--- src/rtl/pool1_ctrl.sv ---
// Pool1 control sequencer.
// Streams each conv1 output map in raster order, drives the Pool1 FIFO/pool
// strobes and generates the conv2 input RAM write address/enable.
module pool1_ctrl #(
    parameter int IFM_SIZE              = 14,
    parameter int IFM_DEPTH             = 3,
    parameter int KERNAL_SIZE           = 2,
    parameter int RAM_READ_LATENCY      = 1,
    parameter int POOL_LATENCY          = 1,
    parameter int IFM_SIZE_NEXT         = (IFM_SIZE - KERNAL_SIZE) / 2 + 1,
    parameter int ADDRESS_SIZE_IFM      = $clog2(IFM_SIZE * IFM_SIZE),
    parameter int ADDRESS_SIZE_NEXT_IFM = $clog2(IFM_SIZE_NEXT * IFM_SIZE_NEXT),
    parameter int DEPTH_SEL_WIDTH       = (IFM_DEPTH > 1) ? $clog2(IFM_DEPTH) : 1
) (
    input  logic                             clk,
    input  logic                             reset,
    input  logic                             start,
    output logic                             ifm_rd_en,
    output logic [ADDRESS_SIZE_IFM-1:0]      ifm_rd_addr,
    output logic [DEPTH_SEL_WIDTH-1:0]       ifm_sel,
    output logic                             fifo_enable,
    output logic                             pool_enable,
    output logic                             ofm_wr_en,
    output logic [ADDRESS_SIZE_NEXT_IFM-1:0] ofm_wr_addr,
    output logic [DEPTH_SEL_WIDTH-1:0]       ofm_sel,
    output logic                             busy,
    output logic                             done
);

    localparam int RC_W         = (IFM_SIZE > 1) ? $clog2(IFM_SIZE) : 1;
    localparam int DRAIN_CYCLES = RAM_READ_LATENCY + 1 + POOL_LATENCY;
    localparam int DR_W         = $clog2(DRAIN_CYCLES);

    localparam logic [ADDRESS_SIZE_IFM-1:0]      LAST_RD    = ADDRESS_SIZE_IFM'(IFM_SIZE * IFM_SIZE - 1);
    localparam logic [ADDRESS_SIZE_NEXT_IFM-1:0] LAST_WR    = ADDRESS_SIZE_NEXT_IFM'(IFM_SIZE_NEXT * IFM_SIZE_NEXT - 1);
    localparam logic [DEPTH_SEL_WIDTH-1:0]       LAST_SEL   = DEPTH_SEL_WIDTH'(IFM_DEPTH - 1);
    localparam logic [DR_W-1:0]                  DRAIN_LAST = DR_W'(DRAIN_CYCLES - 1);
    localparam logic [RC_W-1:0]                  LAST_RC    = RC_W'(IFM_SIZE - 1);
    localparam logic [RC_W-1:0]                  K1         = RC_W'(KERNAL_SIZE - 1);
    localparam logic                             K1_PAR     = 1'((KERNAL_SIZE - 1) % 2);

    typedef enum logic [1:0] {
        S_IDLE,
        S_READ,
        S_DRAIN,
        S_DONE
    } state_t;

    state_t                             state_q, state_d;
    logic [ADDRESS_SIZE_IFM-1:0]        rd_addr_q, rd_addr_d;
    logic [DEPTH_SEL_WIDTH-1:0]         sel_q, sel_d;
    logic [DR_W-1:0]                    drain_q, drain_d;
    logic [RAM_READ_LATENCY-1:0]        rd_dly_q, rd_dly_d;
    logic [RC_W-1:0]                    row_q, row_d;
    logic [RC_W-1:0]                    col_q, col_d;
    logic                               pool_q, pool_d;
    logic [POOL_LATENCY-1:0]            wr_dly_q, wr_dly_d;
    logic [ADDRESS_SIZE_NEXT_IFM-1:0]   wr_addr_q, wr_addr_d;
    logic                               fifo_en;
    logic                               wr_en;
    logic                               bottom_right;

    assign fifo_en = rd_dly_q[RAM_READ_LATENCY-1];
    assign wr_en   = wr_dly_q[POOL_LATENCY-1];

    // (r-K+1) even is the same as r and K-1 having equal parity
    assign bottom_right = (row_q >= K1) && (col_q >= K1) &&
                          (row_q[0] == K1_PAR) && (col_q[0] == K1_PAR);

    // Sequencer next state: raster read, fixed-length drain, per-map select
    always_comb begin
        state_d   = state_q;
        rd_addr_d = rd_addr_q;
        sel_d     = sel_q;
        drain_d   = drain_q;
        case (state_q)
            S_IDLE: begin
                if (start) begin
                    state_d   = S_READ;
                    rd_addr_d = '0;
                    sel_d     = '0;
                end
            end
            S_READ: begin
                if (rd_addr_q == LAST_RD) begin
                    state_d   = S_DRAIN;
                    rd_addr_d = '0;
                    drain_d   = '0;
                end else begin
                    rd_addr_d = rd_addr_q + ADDRESS_SIZE_IFM'(1);
                end
            end
            S_DRAIN: begin
                if (drain_q == DRAIN_LAST) begin
                    drain_d = '0;
                    if (sel_q == LAST_SEL) begin
                        state_d = S_DONE;
                    end else begin
                        state_d = S_READ;
                        sel_d   = sel_q + DEPTH_SEL_WIDTH'(1);
                    end
                end else begin
                    drain_d = drain_q + DR_W'(1);
                end
            end
            S_DONE: begin
                state_d = S_IDLE;
                sel_d   = '0;
            end
            default: state_d = S_IDLE;
        endcase
    end

    // Strobe pipeline: read delay, window tracker, pool delay, write address
    always_comb begin
        rd_dly_d    = '0;
        rd_dly_d[0] = (state_q == S_READ);
        for (int unsigned i = 1; i < RAM_READ_LATENCY; i++) begin
            rd_dly_d[i] = rd_dly_q[i-1];
        end

        row_d = row_q;
        col_d = col_q;
        if (fifo_en) begin
            if (col_q == LAST_RC) begin
                col_d = '0;
                row_d = (row_q == LAST_RC) ? '0 : row_q + RC_W'(1);
            end else begin
                col_d = col_q + RC_W'(1);
            end
        end

        pool_d = fifo_en && bottom_right;

        wr_dly_d    = '0;
        wr_dly_d[0] = pool_q;
        for (int unsigned i = 1; i < POOL_LATENCY; i++) begin
            wr_dly_d[i] = wr_dly_q[i-1];
        end

        wr_addr_d = wr_addr_q;
        if (wr_en) begin
            wr_addr_d = (wr_addr_q == LAST_WR) ? '0 : wr_addr_q + ADDRESS_SIZE_NEXT_IFM'(1);
        end
    end

    // State and pipeline registers; synchronous active-low clear of everything
    always_ff @(posedge clk) begin
        if (!reset) begin
            state_q   <= S_IDLE;
            rd_addr_q <= '0;
            sel_q     <= '0;
            drain_q   <= '0;
            rd_dly_q  <= '0;
            row_q     <= '0;
            col_q     <= '0;
            pool_q    <= 1'b0;
            wr_dly_q  <= '0;
            wr_addr_q <= '0;
        end else begin
            state_q   <= state_d;
            rd_addr_q <= rd_addr_d;
            sel_q     <= sel_d;
            drain_q   <= drain_d;
            rd_dly_q  <= rd_dly_d;
            row_q     <= row_d;
            col_q     <= col_d;
            pool_q    <= pool_d;
            wr_dly_q  <= wr_dly_d;
            wr_addr_q <= wr_addr_d;
        end
    end

    assign ifm_rd_en   = (state_q == S_READ);
    assign ifm_rd_addr = rd_addr_q;
    assign ifm_sel     = sel_q;
    assign ofm_sel     = sel_q;
    assign fifo_enable = fifo_en;
    assign pool_enable = pool_q;
    assign ofm_wr_en   = wr_en;
    assign ofm_wr_addr = wr_addr_q;
    assign busy        = (state_q != S_IDLE);
    assign done        = (state_q == S_DONE);

endmodule

--- config.mk ---
export PLATFORM = sky130hd
export DESIGN_NAME = pool1_ctrl
export DESIGN_NICKNAME = d
export VERILOG_FILES = /design/src/rtl/pool1_ctrl.sv
export SDC_FILE = /design/constraint.sdc
export NUM_CORES = 1
export LEC_CHECK = 0
export BUFFER_PORTS_ARGS = -buffer_cell sky130_fd_sc_hd__buf_2
export CAP_MARGIN = 25
export CORE_ASPECT_RATIO = 1.75
export CORE_UTILIZATION = 53
export CTS_CLUSTER_SIZE = 25
export DETAILED_ROUTE_END_ITERATION = 10
export PLACE_DENSITY = 0.77
export RECOVER_POWER = 100
export SLEW_MARGIN = 20
export SYNTH_ARGS = -nofsm -noshare
export SYNTH_HDL_FRONTEND = slang
export SYNTH_SLANG_ARGS = --single-unit
--- constraint.sdc ---
create_clock -name clk -period 1.9 [get_ports clk]
set_clock_uncertainty 0.15 [all_clocks]
set_input_delay 0.19 -clock clk [delete_from_list [all_inputs] [get_ports clk]]
set_output_delay 0.19 -clock clk [all_outputs]
set_load 0.02 [all_outputs]
==> run_results.csv <==
group,metric,value,unit
outcome,outcome,"complete, no violations",
logic_synthesis,synth.yosys.warnings,0,
critical_path,crit_path_max_fanout,14,
placement,place_ws,0.190,ns
routing,avgRoutedWirePerCell,12.3,um
routing,postRouteWirelength,2590,um
logic_synthesis,synthMuxAreaShare,0.0148,
routing,dr_total_vias,1184,
logic_synthesis,synth_compound_area_frac,0.139,
placement,hpwlAfterDp,1980,um
power_and_ir_drop,power,1.22,mW
logic_synthesis,post_synth_top_area_cell,"sky130_fd_sc_hd__dfxtp_1",
logic_synthesis,synth_xor_area_frac,0.0390,
grt,grt_max_degree,19,
grt,first_global_vias,1071,
critical_path,cp.arrival,1.38,ns
timing,final.period_utilization,0.906,
die,fp-row-count,23,
flow_run,cap_violations,0,
routing,drt_pass1_iterations,4,
critical_path,critPathCaptureType,"primary output",
grt,initial_antenna_violation_count,0,
clocking,cts-root-to-sink-buffers,2,
cells_and_area,syn2layout_area_growth,13.1,%
critical_path,cp-start-kind,"flop",
placement,dp_cells,206,
die,start_util,0.572,
logic_synthesis,edff_count_synth,0,
clocking,clock_tree.root_cell,"sky130_fd_sc_hd__clkbuf_8",
placement,global_placer_s_final_weighted_congestion,0.758,
timing,achievable-frequency,581,MHz
die,ioPinCount,27,
clocking,clkSinkCount,28,
logic_synthesis,synth_nets,169,
timing,timing.final.setup_violations,0,
clocking,clock_tree.htree_level_count,1,
logic_synthesis,synth-seq-area-share,0.416,
grt,globalRouteTotalUtil,0.218,
routing,antenna_left,0,
die,core,0.00236,mm^2
logic_synthesis,synth_top_area_share,0.416,
timing,fin_setup_tns,0,ns
hold_path,holdCritPathClass,"primary input to flop",
logic_synthesis,ranking_of_synthesized_cells_by_area,"sky130_fd_sc_hd__dfxtp_1 42%, sky130_fd_sc_hd__nor2_1 7.8%, sky130_fd_sc_hd__nand2_1 4.7%",
logic_synthesis,post_synth_fa_ha_maj_area_fraction,0.0371,
timing,fin_crit,1.72,ns
clocking,clock_tree_from_tritoncts,"yes",
power_and_ir_drop,vdd_drop_max,0.508,mV
cells_and_area,instances_no_fill,210,
logic_synthesis,postSynth.topFlopCell,"sky130_fd_sc_hd__dfxtp_1",
clocking,worstSkewPairLatency,0.26,ns
die,die_w,40.1,um
timing,finalWorstSetupSlack,0.178,ns
power_and_ir_drop,p_per_area,797,mW/mm^2
critical_path,timing.critical_path.required,1.56,ns
timing,tightestPinTransition,0.574,ns
cells_and_area,final_layout_size_suffix_gt1_frac,0.0919,
die,die-area,0.00276,mm^2
cells_and_area,final_cell_area,0.00153,mm^2
routing,drcViolationCount,0,
clocking,cts.clk_slew.worst_paths,0.09,ns
cells_and_area,n_antenna_cell,0,
grt,grt_first_pass_wirelength,4280,um
die,die_height,68.7,um
logic_synthesis,synth_seq_cells,28,
routing,drt-initial-drc-count,23,
critical_path,setup.worst_path.class,"flop to primary output",
logic_synthesis,syn-cell-area,0.00135,mm^2
logic_synthesis,yosys.cell_types.count,40,
clocking,cts_made_buffers,3,
logic_synthesis,synth-async-reset-ratio,0,
logic_synthesis,post_synth.cell_area_avg,8.33,um^2
timing,report.final.slew_viol_count,0,
cells_and_area,nets,193,
placement,place.port_buffers,26,
logic_synthesis,synth_simple_gate_area_share,0.298,
clocking,cts.hold.buffers_added,0,
timing,relSlewSlack,0.617,
placement,placedInstanceArea,0.00148,mm^2
timing,finalHoldViolCount,0,
grt,globalRouteOverflowTotal,0,
cells_and_area,mostFrequentLayoutCells,"28 x sky130_fd_sc_hd__nor2_1, 28 x sky130_fd_sc_hd__dfxtp_1, 23 x sky130_fd_sc_hd__clkbuf_1",
power_and_ir_drop,power.leakage,0.557,nW
critical_path,setup.reg_to_reg.worst_slack,0.23,ns
routing,vias_per_cell,5.64,
logic_synthesis,largest_family_of_logic_cells_by_synthesized_area,"simple AND/OR/NAND/NOR gates",
logic_synthesis,postSynthCellCount,162,
timing,rsz0062_at_grt,"false",
-- timing repair --
action                                  CTS  global route
endpoints found under the hold margin     0             0
setup buffers                             0             0
gates resized for setup                   0             2
endpoints found under the setup margin    0             3
-- path summary, 6_finish.rpt --
check / start / to / cells after the start
min reg2reg: pool_enable / ofm_wr_en / 1
max: state_q[1] / ifm_rd_en / 3
max reg2reg: ifm_rd_addr[0] / state_q[1] / 5
min: start / ifm_sel[1] / 4
-- cells in the mapped netlist (3+ instances only) --
cell / n
sky130_fd_sc_hd__dfxtp_1: 28
sky130_fd_sc_hd__nor2_1: 28
sky130_fd_sc_hd__nand2_1: 17
sky130_fd_sc_hd__inv_1: 7
sky130_fd_sc_hd__nand3_1: 7
sky130_fd_sc_hd__a21oi_1: 6
sky130_fd_sc_hd__o21ai_0: 6
sky130_fd_sc_hd__a31oi_1: 5
sky130_fd_sc_hd__clkbuf_1: 5
sky130_fd_sc_hd__ha_1: 4
sky130_fd_sc_hd__nor3_1: 4
sky130_fd_sc_hd__xnor2_1: 3
sky130_fd_sc_hd__xor2_1: 3
-- critical path, cell delays in order (launching register included) --
cell and delay (ns):
sky130_fd_sc_hd__dfxtp_1 0.53, sky130_fd_sc_hd__nand2b_2 0.29, sky130_fd_sc_hd__inv_1 0.12, sky130_fd_sc_hd__clkbuf_2 0.17
-- state kept, by name, summed over array words and instances, names as in the netlist --
name         count
col_q            4
ofm_wr_addr      6
ifm_sel          2
row_q            1
state_q          2
ifm_rd_addr      8
pool_enable      1
drain_q          2
fifo_enable      1
ofm_wr_en        1
-- through the flow --
step	hold WS (ns)	util
floorplan	0.264	-
global placement	0.287	0.625
detailed placement	0.295	0.625
CTS	0.0849	0.655
global route	0.211	0.646
finish	0.153	0.646
-- report_power, final --
part / switching, mW / internal, mW / total, mW
Combinational: 0.0887 / 0.0527 / 0.141
Sequential: 0.0216 / 0.601 / 0.623
Clock: 0.170 / 0.282 / 0.452
-- layer usage --
metal,part of all wire,up-vias,GRT usage
met5,0,-,0
met4,0.0073,0,0.0690
met3,0.031,2,0.0192
met2,0.56,26,0.421
met1,0.40,552,0.228
li1,-,604,-
-- cells by family (layout without fill, tap and decap cells) --
group,after synthesis,in the layout
and+or+nand+nor,78,78
AOI/OAI and AO/OA,28,28
DFF,28,28
buffers and inverters,16,39
xor gates and xnor gates,6,6
adders and majority gates,4,4
muxes,2,2
-- cell type report --
| type | count | area (um^2) |
|---|---|---|
| multi-input cells | 118 | 719 |
| well taps | 25 | 31.3 |
| clock buffers | 3 | 41.3 |
| repair buffers | 28 | 116 |
| fillers | 227 | 835 |
| flip-flops and latches | 28 | 561 |
| clock inverters | 1 | 30.0 |
| inverters | 7 | 26.3 |
No activity file was read; power rests on OpenSTA's default activity.
